**src/rtl/riscv_seq_divider.sv**
```systemverilog
// Sequential RISC-V M-extension divider (DIV/DIVU/REM/REMU).
// Restoring radix-2 division: one quotient bit per cycle, MSB first.
// Divide-by-zero and signed overflow complete without iterating.
// The result and tag are registered and read as zero whenever no response is pending.
module riscv_seq_divider #(
  parameter int DATA_WIDTH = 32,
  parameter int TAG_WIDTH  = 5
) (
  input  logic                  clk,
  input  logic                  rst_n,
  input  logic                  cancel,
  input  logic                  req_valid,
  output logic                  req_ready,
  input  logic [1:0]            req_op,
  input  logic [DATA_WIDTH-1:0] req_dividend,
  input  logic [DATA_WIDTH-1:0] req_divisor,
  input  logic [TAG_WIDTH-1:0]  req_tag,
  output logic                  rsp_valid,
  input  logic                  rsp_ready,
  output logic [DATA_WIDTH-1:0] rsp_data,
  output logic [TAG_WIDTH-1:0]  rsp_tag,
  output logic                  busy
);

  localparam int CW = $clog2(DATA_WIDTH);

  typedef enum logic [2:0] {
    IDLE = 3'b001,
    BUSY = 3'b010,
    DONE = 3'b100
  } state_e;

  state_e                state_q, state_d;
  logic                  rem_sel_q, rem_sel_d;   // 1: remainder result, 0: quotient
  logic                  q_neg_q, q_neg_d;
  logic                  r_neg_q, r_neg_d;
  logic [TAG_WIDTH-1:0]  tag_q, tag_d;
  logic [DATA_WIDTH-1:0] dvsr_q, dvsr_d;         // |divisor|
  logic [DATA_WIDTH-1:0] quo_q, quo_d;           // |dividend| shifting out, quotient shifting in
  logic [DATA_WIDTH-1:0] rem_q, rem_d;           // partial remainder
  logic [CW-1:0]         cnt_q, cnt_d;
  logic [DATA_WIDTH-1:0] res_q, res_d;
  logic [TAG_WIDTH-1:0]  rsp_tag_q, rsp_tag_d;

  // Two's complement negation.
  function automatic logic [DATA_WIDTH-1:0] negate(input logic [DATA_WIDTH-1:0] x);
    return (~x) + DATA_WIDTH'(1);
  endfunction

  // Magnitude of an operand, honouring signedness.
  function automatic logic [DATA_WIDTH-1:0] magnitude(input logic [DATA_WIDTH-1:0] x,
                                                      input logic               sgn);
    return (sgn && x[DATA_WIDTH-1]) ? negate(x) : x;
  endfunction

  logic                  accept_s;
  logic                  is_signed_s;
  logic                  div_zero_s;
  logic                  ovf_s;
  logic [DATA_WIDTH:0]   trial_s;
  logic [DATA_WIDTH:0]   diff_s;
  logic                  ge_s;
  logic [DATA_WIDTH-1:0] rem_next_s;
  logic [DATA_WIDTH-1:0] quo_next_s;

  assign accept_s    = req_valid && (state_q == IDLE) && !cancel;
  assign is_signed_s = ~req_op[0];
  assign div_zero_s  = (req_divisor == {DATA_WIDTH{1'b0}});
  assign ovf_s       = is_signed_s
                       && (req_dividend == {1'b1, {(DATA_WIDTH-1){1'b0}}})
                       && (req_divisor == {DATA_WIDTH{1'b1}});

  // One restoring step on the (DATA_WIDTH+1)-bit subtractor. Since rem_q < divisor,
  // trial >= divisor exactly when the trial MSB is set or the subtraction did not borrow.
  assign trial_s    = {rem_q, quo_q[DATA_WIDTH-1]};
  assign diff_s     = trial_s - {1'b0, dvsr_q};
  assign ge_s       = trial_s[DATA_WIDTH] | ~diff_s[DATA_WIDTH];
  assign rem_next_s = ge_s ? diff_s[DATA_WIDTH-1:0] : trial_s[DATA_WIDTH-1:0];
  assign quo_next_s = {quo_q[DATA_WIDTH-2:0], ge_s};

  // Next-state and datapath update for the IDLE/BUSY/DONE controller.
  always_comb begin
    state_d   = state_q;
    rem_sel_d = rem_sel_q;
    q_neg_d   = q_neg_q;
    r_neg_d   = r_neg_q;
    tag_d     = tag_q;
    dvsr_d    = dvsr_q;
    quo_d     = quo_q;
    rem_d     = rem_q;
    cnt_d     = cnt_q;
    res_d     = res_q;
    rsp_tag_d = rsp_tag_q;
    case (state_q)
      IDLE: begin
        if (accept_s) begin
          rem_sel_d = req_op[1];
          q_neg_d   = is_signed_s && (req_dividend[DATA_WIDTH-1] ^ req_divisor[DATA_WIDTH-1]);
          r_neg_d   = is_signed_s && req_dividend[DATA_WIDTH-1];
          tag_d     = req_tag;
          dvsr_d    = magnitude(req_divisor, is_signed_s);
          quo_d     = magnitude(req_dividend, is_signed_s);
          rem_d     = {DATA_WIDTH{1'b0}};
          cnt_d     = {CW{1'b0}};
          if (div_zero_s) begin
            state_d   = DONE;
            res_d     = req_op[1] ? req_dividend : {DATA_WIDTH{1'b1}};
            rsp_tag_d = req_tag;
          end else if (ovf_s) begin
            state_d   = DONE;
            res_d     = req_op[1] ? {DATA_WIDTH{1'b0}} : req_dividend;
            rsp_tag_d = req_tag;
          end else begin
            state_d = BUSY;
          end
        end else begin
          state_d = IDLE;
        end
      end
      BUSY: begin
        if (cancel) begin
          state_d = IDLE;
        end else begin
          rem_d = rem_next_s;
          quo_d = quo_next_s;
          cnt_d = cnt_q + CW'(1);
          if (cnt_q == CW'(DATA_WIDTH - 1)) begin
            state_d   = DONE;
            res_d     = rem_sel_q ? (r_neg_q ? negate(rem_next_s) : rem_next_s)
                                  : (q_neg_q ? negate(quo_next_s) : quo_next_s);
            rsp_tag_d = tag_q;
          end else begin
            state_d = BUSY;
          end
        end
      end
      DONE: begin
        if (cancel || rsp_ready) begin
          state_d   = IDLE;
          res_d     = {DATA_WIDTH{1'b0}};
          rsp_tag_d = {TAG_WIDTH{1'b0}};
        end else begin
          state_d = DONE;
        end
      end
      default: begin
        state_d   = IDLE;
        res_d     = {DATA_WIDTH{1'b0}};
        rsp_tag_d = {TAG_WIDTH{1'b0}};
      end
    endcase
  end

  // State and datapath registers with synchronous active-low reset.
  always_ff @(posedge clk) begin
    if (!rst_n) begin
      state_q   <= IDLE;
      rem_sel_q <= 1'b0;
      q_neg_q   <= 1'b0;
      r_neg_q   <= 1'b0;
      tag_q     <= {TAG_WIDTH{1'b0}};
      dvsr_q    <= {DATA_WIDTH{1'b0}};
      quo_q     <= {DATA_WIDTH{1'b0}};
      rem_q     <= {DATA_WIDTH{1'b0}};
      cnt_q     <= {CW{1'b0}};
      res_q     <= {DATA_WIDTH{1'b0}};
      rsp_tag_q <= {TAG_WIDTH{1'b0}};
    end else begin
      state_q   <= state_d;
      rem_sel_q <= rem_sel_d;
      q_neg_q   <= q_neg_d;
      r_neg_q   <= r_neg_d;
      tag_q     <= tag_d;
      dvsr_q    <= dvsr_d;
      quo_q     <= quo_d;
      rem_q     <= rem_d;
      cnt_q     <= cnt_d;
      res_q     <= res_d;
      rsp_tag_q <= rsp_tag_d;
    end
  end

  assign req_ready = (state_q == IDLE);
  assign rsp_valid = (state_q == DONE);
  assign busy      = (state_q != IDLE);
  assign rsp_data  = res_q;
  assign rsp_tag   = rsp_tag_q;

endmodule

```
**config.mk**
```make
export PLATFORM = sky130hd
export DESIGN_NAME = riscv_seq_divider
export DESIGN_NICKNAME = d
export VERILOG_FILES = /design/src/rtl/riscv_seq_divider.sv
export SDC_FILE = /design/constraint.sdc
export NUM_CORES = 1
export LEC_CHECK = 0
export ABC_AREA = 0
export CAP_MARGIN = 20
export CORE_ASPECT_RATIO = 1.4
export CORE_MARGIN = 1
export CORE_UTILIZATION = 50
export CTS_CLUSTER_SIZE = 28
export DETAILED_ROUTE_END_ITERATION = 16
export DONT_BUFFER_PORTS = 1
export GPL_TIMING_DRIVEN = 0
export SLEW_MARGIN = 20
export SYNTH_ARGS = -nofsm -noshare
export SYNTH_HDL_FRONTEND = slang
export SYNTH_SLANG_ARGS = --single-unit
export TNS_END_PERCENT = 1
```
**constraint.sdc**
```tcl
create_clock -name clk -period 12.3 [get_ports clk]
set_input_delay 1.845 -clock clk [delete_from_list [all_inputs] [get_ports clk]]
set_output_delay 1.845 -clock clk [all_outputs]
set_load 0.05 [all_outputs]
```
==> results of run 1 <==
registers in the layout, summed over array words and instances (netlist names):
| name | cells |
|---|---|
| rsp_tag | 5 |
| r_neg_q | 1 |
| quo_q | 32 |
| tag_q | 5 |
| cnt_q | 5 |
| state_q | 3 |
| rem_sel_q | 1 |
| rem_q | 32 |
| q_neg_q | 1 |
| rsp_data | 32 |
| dvsr_q | 32 |
final timing paths:
path	cells past startpoint	slack (ns)	to	from
max reg2reg	23	6.21	rsp_data[24]$_SDFFE_PN0P_	quo_q[31]$_SDFFE_PN0P_
min reg2reg	2	0.46	tag_q[3]$_SDFFE_PN0P_	tag_q[3]$_SDFFE_PN0P_
min	2	0.46	tag_q[3]$_SDFFE_PN0P_	tag_q[3]$_SDFFE_PN0P_
max	23	6.21	rsp_data[24]$_SDFFE_PN0P_	quo_q[31]$_SDFFE_PN0P_
per-stage QoR:
step | hold WS, ns | std cells | worst slack (ns) | total power [W]
3_3_place_gp | 0.441 | 1867 | 6.37 | 0.000962
3_5_place_dp | 0.447 | 1868 | 6.40 | 0.000965
5_1_grt | 0.473 | 1900 | 5.87 | 0.00157
6_report | 0.455 | 1900 | 6.21 | 0.00151
4_1_cts | 0.456 | 1900 | 6.35 | 0.00150
2_1_floorplan | 0.432 | 1566 | 7.45 | 0.000855
cell families after synthesis:
kind of cell    share of synthesized area
compound gates                      0.288
xor+xnor                            0.101
fa+ha+maj                          0.0634
buf+inv                            0.0554
flops                               0.257
mux                                0.0195
simple gates                        0.215
cells in the mapped netlist, types with 24 or more instances:
cell type  count
nor2_1       215
dfxtp_1      149
a21oi_1      145
nand2_1      128
o21ai_0       94
clkbuf_1      81
xor2_1        68
xnor2_1       66
inv_1         52
a211oi_1      46
nor3_1        39
ha_1          38
a22oi_1       31
nand3_1       28
a222oi_1      25
o31ai_1       25
maj3_1        24
worst max-delay path: stages, from the launching register on:
cell	delay, ns
dfxtp_1	0.36
inv_1	0.10
ha_1	0.17
fa_1	0.28
nor2b_1	0.10
o31ai_2	0.33
a211oi_2	0.21
o2111ai_1	0.26
nand2_1	0.25
inv_2	0.27
clkbuf_1	0.42
buf_1	0.56
ha_1	0.34
nand3_1	0.21
or2_2	0.33
clkbuf_1	0.18
or4_1	0.51
o21ai_0	0.23
xor2_1	0.18
nor2_1	0.06
a31oi_1	0.15
nor2_1	0.07
a211oi_1	0.24
a31oi_1	0.11
metal layers:
layer	routed length [µm]	vias up	global-route usage
met5	0	-	0
met3	2810	122	0.0745
li1	-	5781	-
met2	21900	494	0.651
met1	17500	5811	0.430
met4	3180	0	0.261
final cells by class:
cell class / count / area share
multi-input cells: 1256 / 0.634
repair buffers: 1 / 0.000895
flip-flops and latches: 149 / 0.237
clock inverters: 12 / 0.0105
plain buffers: 107 / 0.0350
inverters: 54 / 0.0161
well taps: 301 / 0.0299
clock buffers: 20 / 0.0371
where the power goes:
group	switching, W	internal, W	total (W)
registers	0.0000818	0.000514	0.000596
logic	0.000245	0.000125	0.000370
clock network	0.000244	0.000303	0.000547
==> flow_summary.yaml, run 1 <==
layout:
  drive_gt1_frac: 0.0519
  multi_input_area_mm2: 0.00798
  nets: 1701
  final_core_util: 0.555
  num_antenna_cells: 0
  stdcell_area_mm2: 0.0126
  nFillCells: 2275
  final_common_cell: "nor2_1"
  regArea_mm2: 0.00298
  mostFrequentLayoutCells: "nor2_1 (215), dfxtp_1 (149), a21oi_1 (145)"
  syn2layout_area_growth_pct: 8.51
synthesis:
  synth_edf_count: 0
  synth_warnings: 0
  synth_area_leaders: "dfxtp_1 (26%), nor2_1 (7.0%), a21oi_1 (6.3%), xor2_1 (5.1%), xnor2_1 (5.0%)"
  syn_area_per_cell_um2: 7.41
  ys_seq_elements: 149
  synth.largest_area_cell: "dfxtp_1"
  netlist_area_mm2: 0.0116
  synth_cell_type_count: 84
  ys_seq_area_frac: 0.257
  ys.flop_type: "dfxtp_1"
  synth_top_area_frac: 0.257
  async_flop_share: 0
  syn_nets: 1681
  syn-instance-count: 1566
timing:
  final.setup_skew_ns: 0.00946
  finalSetupTns_ns: 0
  hold_violations: 0
  timing.slew.headroom: 0.242
  finalSetupViolations: 0
  worst_pin_slew_ns: 1.14
  period_share: 0.495
  post-route-min-period_ns: 6.09
  rsz0062_at_grt: "no"
  drv_slew: 0
  fmax_ghz: 0.164
clock_network:
  cts_root_buffer: "clkbuf_16"
  clk_latency_ns: 0.44
  cts_buffer_depth: 2
  cts_resized: 0
  cts_tree: "done"
  post_cts_buffers: 0
  cts_max_level: 4
  numClockSinks: 149
  cts_hold_buf: 0
  cts.clk_slew.worst_paths_ns: 0.07
  cts_made_buffers: 17
setup_path:
  worst-setup-path-type: "reg -> reg"
  crit_fanout: 10
  required_ns: 12.62
  crit_path_end_kind: "register"
  cp.arrival_ns: 6.41
  worst_setup_path_start_kind: "register"
power:
  peakVddDrop_v: 0.000104
  powerDensity_mw_per_mm2: 120
  p_leak_nw: 4.54
place:
  gp_congestion: 1.00
  hpwlAfterDp_um: 35800
  port_buffers: 0
  placed_cell_area_mm2: 0.0120
drt:
  viasPerCell: 6.43
  routedWlPerCell_um: 23.9
  drtIter0Drc: 1092
  drc: 0
  dr_total_vias: 12200
  totalWireLength_um: 45400
  dr.pass1.iters: 8
  ant_nets: 0
floorplan:
  core_mm2: 0.0227
  initial_utilization: 0.511
  die_y_um: 182
  fp-row-count: 65
  fp.dieW_um: 131
  dieArea_mm2: 0.0238
  ios: 116
outcome:
  outcome: "finished, final reports clean"
hold_path:
  min_path_type: "reg -> reg"
grt:
  grt_pass1_vias: 11700
  grt_overflow: 0
  grt_util_all_layers: 0.385
  antenna_found_initial: 1
  grt_max_degree: 17
  grt_first_pass_wirelength_um: 67800
run:
  maxCapViolCount: 0
No activity file was read; power rests on OpenSTA's default activity.
==> run 2, diff against run 1 <==
Clock period 12.3 ns to 5.85 ns, I/O delays scaled along.
==> flow_summary.yaml, run 2 (same netlist as run 1, synthesis figures left out) <==
hold_path:
  min_path_type: "reg -> reg"
timing:
  rsz0062_at_grt: "no"
  post-route-min-period_ns: 5.45
  fmax_ghz: 0.184
  hold_violations: 0
  finalSetupViolations: 0
  final.setup_skew_ns: 0.0100
  whs_ns: 0.456
  drv_slew: 0
  finalSetupTns_ns: 0
  worst_pin_slew_ns: 1.14
  timing.slew.headroom: 0.237
  period_share: 0.931
power:
  internal-power_w: 0.00198
  powerDensity_mw_per_mm2: 253
  p_total_w: 0.00318
  clockPowerShare: 0.362
  seq_power_share: 0.394
  peakVddDrop_v: 0.000219
  comb_power_share: 0.244
  p_sw_w: 0.00120
  switching_share: 0.377
  p_leak_nw: 4.54
floorplan:
  fp.dieW_um: 131
  die_y_um: 182
  ios: 116
  initial_utilization: 0.511
  core_mm2: 0.0227
  fp-row-count: 65
  dieArea_mm2: 0.0238
clock_network:
  cts_root_buffer: "clkbuf_16"
  cts_tree: "done"
  clk_latency_ns: 0.44
  cts_made_buffers: 17
  cts_max_level: 4
  numClockSinks: 149
  cts_buffer_depth: 2
  cts.clk_slew.worst_paths_ns: 0.07
place:
  gp_congestion: 1.00
  hpwlAfterDp_um: 35800
  port_buffers: 0
  dp.cells: 1868
setup_path:
  cp.arrival_ns: 5.77
  worst-setup-path-type: "reg -> reg"
  required_ns: 6.17
  crit_fanout: 19
  crit_path_end_kind: "register"
  worst_setup_path_start_kind: "register"
  reg2reg_slack_ns: 0.40
grt:
  grt_first_pass_wirelength_um: 67800
  grt_util_all_layers: 0.385
  grt_max_degree: 17
  grt_pass1_vias: 11700
  antenna_found_initial: 1
  grt_overflow: 0
layout:
  nFillCells: 2275
  finalNonFillerCells: 1899
  drive_gt1_frac: 0.0526
  regArea_mm2: 0.00298
  num_antenna_cells: 0
  multi_input_area_mm2: 0.00798
  syn2layout_area_growth_pct: 8.49
  mostFrequentLayoutCells: "nor2_1 (215), dfxtp_1 (149), a21oi_1 (145)"
  final_common_cell: "nor2_1"
  nets: 1700
run:
  maxCapViolCount: 0
drt:
  totalWireLength_um: 45300
  dr_total_vias: 12200
  wl_met3_um: 3000
  dr.pass1.iters: 6
  wl_met1_um: 17200
  ant_nets: 0
  wl_met2_um: 21900
  viasPerCell: 6.44
  dr.max_layer_used: "met4"
  drc: 0
  routedWlPerCell_um: 23.9
  drtIter0Drc: 1040
outcome:
  outcome: "finished, final reports clean"
-- run 2: cell type report --
class / instances / area share
inverter: 54 / 0.0161
tap: 301 / 0.0299
timing repair buffer: 1 / 0.000895
clock inverter: 12 / 0.0105
clock buffer: 20 / 0.0371
sequential: 149 / 0.237
multi-input combinational: 1256 / 0.634
buffer: 106 / 0.0348
-- run 2: worst paths after layout --
path | depth (start not counted) | endpoint | from
worst min-delay path | 2 | tag_q[1]$_SDFFE_PN0P_ | tag_q[1]$_SDFFE_PN0P_
worst max-delay path | 22 | rsp_data[24]$_SDFFE_PN0P_ | quo_q[31]$_SDFFE_PN0P_
worst min register to register | 2 | tag_q[1]$_SDFFE_PN0P_ | tag_q[1]$_SDFFE_PN0P_
worst max register to register | 22 | rsp_data[24]$_SDFFE_PN0P_ | quo_q[31]$_SDFFE_PN0P_
-- run 2: routing by layer --
layer  vias to the layer above  GRT usage
met1                      5817      0.430
li1                       5782          -
met5                         -          0
met4                         0      0.261
met2                       507      0.651
met3                       124     0.0745
-- run 2: what timing repair did --
item	CTS	global route
setup endpoints to repair	2	3
resized for setup	1	0
hold buffers	0	0
buffers inserted	0	0
gates cloned	0	0
-- run 2: through the flow --
stage / util / cell area [µm²] / worst slack (ns)
4_1_cts: 0.555 / 12600 / 0.152
5_1_grt: 0.555 / 12600 / 0.00932
3_3_place_gp: 0.528 / 12000 / -0.0822
3_5_place_dp: 0.528 / 12000 / -0.0462
6_report: 0.555 / 12600 / 0.405
2_1_floorplan: - / 11600 / 1.34
-- run 2: power groups by stage --
stage	registers, W	clock network (W)	logic, W
after floorplan	0.00125	0	0.000547
after global placement	0.00127	0	0.000749
after detailed placement	0.00127	0	0.000755
after CTS	0.00125	0.00115	0.000760
after global routing	0.00126	0.00119	0.000843
final	0.00125	0.00115	0.000777
-- run 2: critical path: stages (launching register included) --
cell and delay [ns]:
dfxtp_1 0.36, inv_1 0.10, ha_1 0.17, fa_1 0.28, nor2b_1 0.10, o31ai_2 0.33
a211oi_2 0.21, o2111ai_1 0.26, nand2_1 0.24, inv_2 0.35, buf_2 0.36, ha_1 0.28
nand3_1 0.21, or2_2 0.33, clkbuf_1 0.18, or4_1 0.51, o21ai_0 0.23, xor2_1 0.18
nor2_1 0.06, a31oi_1 0.16, nor2_1 0.07, a211oi_1 0.24, a31oi_1 0.11
==> run 3, diff against run 2 <==
Settings changed: ABC_AREA 0 to 1, CTS_CLUSTER_DIAMETER set to 100, PLACE_DENSITY set to 0.67.
==> flow_summary.yaml, run 3 <==
grt:
  grt_util_all_layers: 0.379
  grt_max_degree: 17
  antenna_found_initial: 0
  grt_first_pass_wirelength_um: 73800
  grt_overflow: 0
  grt_pass1_vias: 13700
synthesis:
  synth_warnings: 0
  synth_cell_type_count: 56
  ys_seq_area_frac: 0.234
  syn-instance-count: 2169
  ys_seq_elements: 149
  synth_common_cells: "nand2_1 (572), inv_1 (270), a21oi_1 (199)"
  async_flop_share: 0
  ys.flop_type: "dfxtp_1"
  synth_top_area_frac: 0.234
  netlist_area_mm2: 0.0128
  synth_area_leaders: "dfxtp_1 (23%), nand2_1 (17%), inv_1 (7.9%), a21oi_1 (7.8%), o21ai_0 (6.4%)"
  syn_area_per_cell_um2: 5.88
  synth_edf_count: 0
  syn_nets: 2284
  synth.largest_area_cell: "dfxtp_1"
  synth_most_common_cell: "nand2_1"
layout:
  regArea_mm2: 0.00298
  drive_gt1_frac: 0.0581
  multi_input_area_mm2: 0.00831
  syn2layout_area_growth_pct: 7.52
  stdcell_area_mm2: 0.0137
  num_antenna_cells: 0
  final_core_util: 0.552
  nets: 2305
  final_common_cell: "nand2_1"
  mostFrequentLayoutCells: "nand2_1 (572), inv_1 (270), a21oi_1 (199)"
  nFillCells: 2663
clock_network:
  cts_max_level: 4
  post_cts_buffers: 0
  cts_made_buffers: 17
  numClockSinks: 149
  clk_latency_ns: 0.46
  cts_resized: 0
  cts.clk_slew.worst_paths_ns: 0.07
  cts_tree: "done"
  cts_buffer_depth: 2
  cts_hold_buf: 0
  cts_root_buffer: "clkbuf_16"
timing:
  fmax_ghz: 0.201
  timing.slew.headroom: 0.312
  final.setup_skew_ns: 0.0120
  period_share: 0.850
  worst_pin_slew_ns: 1.03
  whs_ns: 0.450
  drv_slew: 0
  hold_violations: 0
  rsz0062_at_grt: "no"
  finalSetupViolations: 0
  post-route-min-period_ns: 4.98
  finalSetupTns_ns: 0
power:
  p_leak_nw: 6.34
  peakVddDrop_v: 0.000212
  powerDensity_mw_per_mm2: 232
setup_path:
  crit_top_cell: "nand2_1"
  worst_setup_path_start_kind: "register"
  r2r_start: "dvsr_q[27]$_SDFFE_PN0P_"
  critPathSlowestCell: "ha_1"
  cp.arrival_ns: 5.36
  crit_path_end_kind: "register"
  cpPeakStageDelay_ns: 0.42
  r2r_end: "rsp_data[28]$_SDFFE_PN0P_"
  crit_fanout: 10
  worstRegToRegCells: 28
  required_ns: 6.24
  worst-setup-path-type: "reg -> reg"
  reg2reg_slack_ns: 0.87
floorplan:
  die_y_um: 191
  fp-row-count: 68
  initial_utilization: 0.514
  core_mm2: 0.0248
  ios: 116
  dieArea_mm2: 0.0262
  fp.dieW_um: 137
drt:
  routedWlPerCell_um: 19.2
  drc: 0
  dr.pass1.iters: 6
  ant_nets: 0
  dr_total_vias: 14300
  drtIter0Drc: 1073
  viasPerCell: 5.67
  totalWireLength_um: 48500
hold_path:
  whs_path_depth: 2
  min_path_type: "reg -> reg"
  min_delay_worst_endpoint: "tag_q[0]$_SDFFE_PN0P_"
  hold_start: "tag_q[0]$_SDFFE_PN0P_"
place:
  gp_congestion: 0.973
  port_buffers: 0
  hpwlAfterDp_um: 39900
  placed_cell_area_mm2: 0.0132
run:
  maxCapViolCount: 0
outcome:
  outcome: "finished, final reports clean"
==> run 3: cell count changes in the layout (fill, tap and decap cells not counted), sizes merged, moves of 25 or more <==
cell	delta
a211oi	-45
a21oi	+58
a222oi	-25
inv	+228
nand2	+471
nand3	+127
o21ai	+80
xnor2	-54
==> run 3: worst max-delay path: cells and delay by family (launching register included) <==
family          cells  cell delay (ns)
compound gates      4             0.88
fa+ha+maj           2             0.64
buf+inv             4             0.60
flops               1             0.35
simple gates       18             2.40
==> run 3: kinds of logic after synthesis <==
logic type	count (synthesis)	share of synthesized area
compound gates	479	0.208
flops	149	0.234
simple gates	1067	0.366
buf+inv	379	0.116
fa+ha+maj	39	0.0388
xor+xnor	56	0.0384
==> run 3: where the power goes <==
group	switching, W	internal [W]	leakage (nW)
registers	0.000129	0.00108	1.21
logic	0.000644	0.000272	4.87
clock network	0.000510	0.000554	0.256
==> run 3: how the worst max path moves through the flow <==
stage,startpoint,endpoint,cells past startpoint,slack [ns]
2_1_floorplan,dvsr_q[3]$_SDFFE_PN0P_,rsp_data[26]$_SDFFE_PN0P_,29,2.26
3_3_place_gp,dvsr_q[27]$_SDFFE_PN0P_,rsp_data[28]$_SDFFE_PN0P_,28,0.94
3_5_place_dp,dvsr_q[27]$_SDFFE_PN0P_,rsp_data[28]$_SDFFE_PN0P_,28,0.96
4_1_cts,dvsr_q[27]$_SDFFE_PN0P_,rsp_data[28]$_SDFFE_PN0P_,28,0.92
5_1_grt,dvsr_q[27]$_SDFFE_PN0P_,rsp_data[28]$_SDFFE_PN0P_,28,0.46
6_report,dvsr_q[27]$_SDFFE_PN0P_,rsp_data[28]$_SDFFE_PN0P_,28,0.87
==> run 3: per-stage QoR <==
| step | total power, W | cells | setup slack [ns] |
|---|---|---|---|
| 5_1_grt | 0.00333 | 2518 | 0.456 |
| 6_report | 0.00319 | 2518 | 0.875 |
| 2_1_floorplan | 0.00187 | 2169 | 2.26 |
| 3_3_place_gp | 0.00212 | 2484 | 0.937 |
| 4_1_cts | 0.00318 | 2518 | 0.921 |
| 3_5_place_dp | 0.00212 | 2486 | 0.964 |
==> run 3: area by class of cell <==
cell class | count | share of cell area
Sequential cell | 149 | 0.217
Clock inverter | 14 | 0.00875
Timing Repair Buffer | 2 | 0.000821
Clock buffer | 18 | 0.0313
Multi-Input combinational cell | 1641 | 0.605
Tap cell | 315 | 0.0287
Buffer | 94 | 0.0297
Inverter | 285 | 0.0780
==> run 3: routing by layer <==
| layer | part of all wire | track usage | up-vias |
|---|---|---|---|
| met5 | 0 | 0 | - |
| met3 | 0.060 | 0.0631 | 150 |
| met2 | 0.49 | 0.680 | 532 |
| met1 | 0.38 | 0.395 | 6430 |
| met4 | 0.076 | 0.270 | 0 |
| li1 | - | - | 7170 |
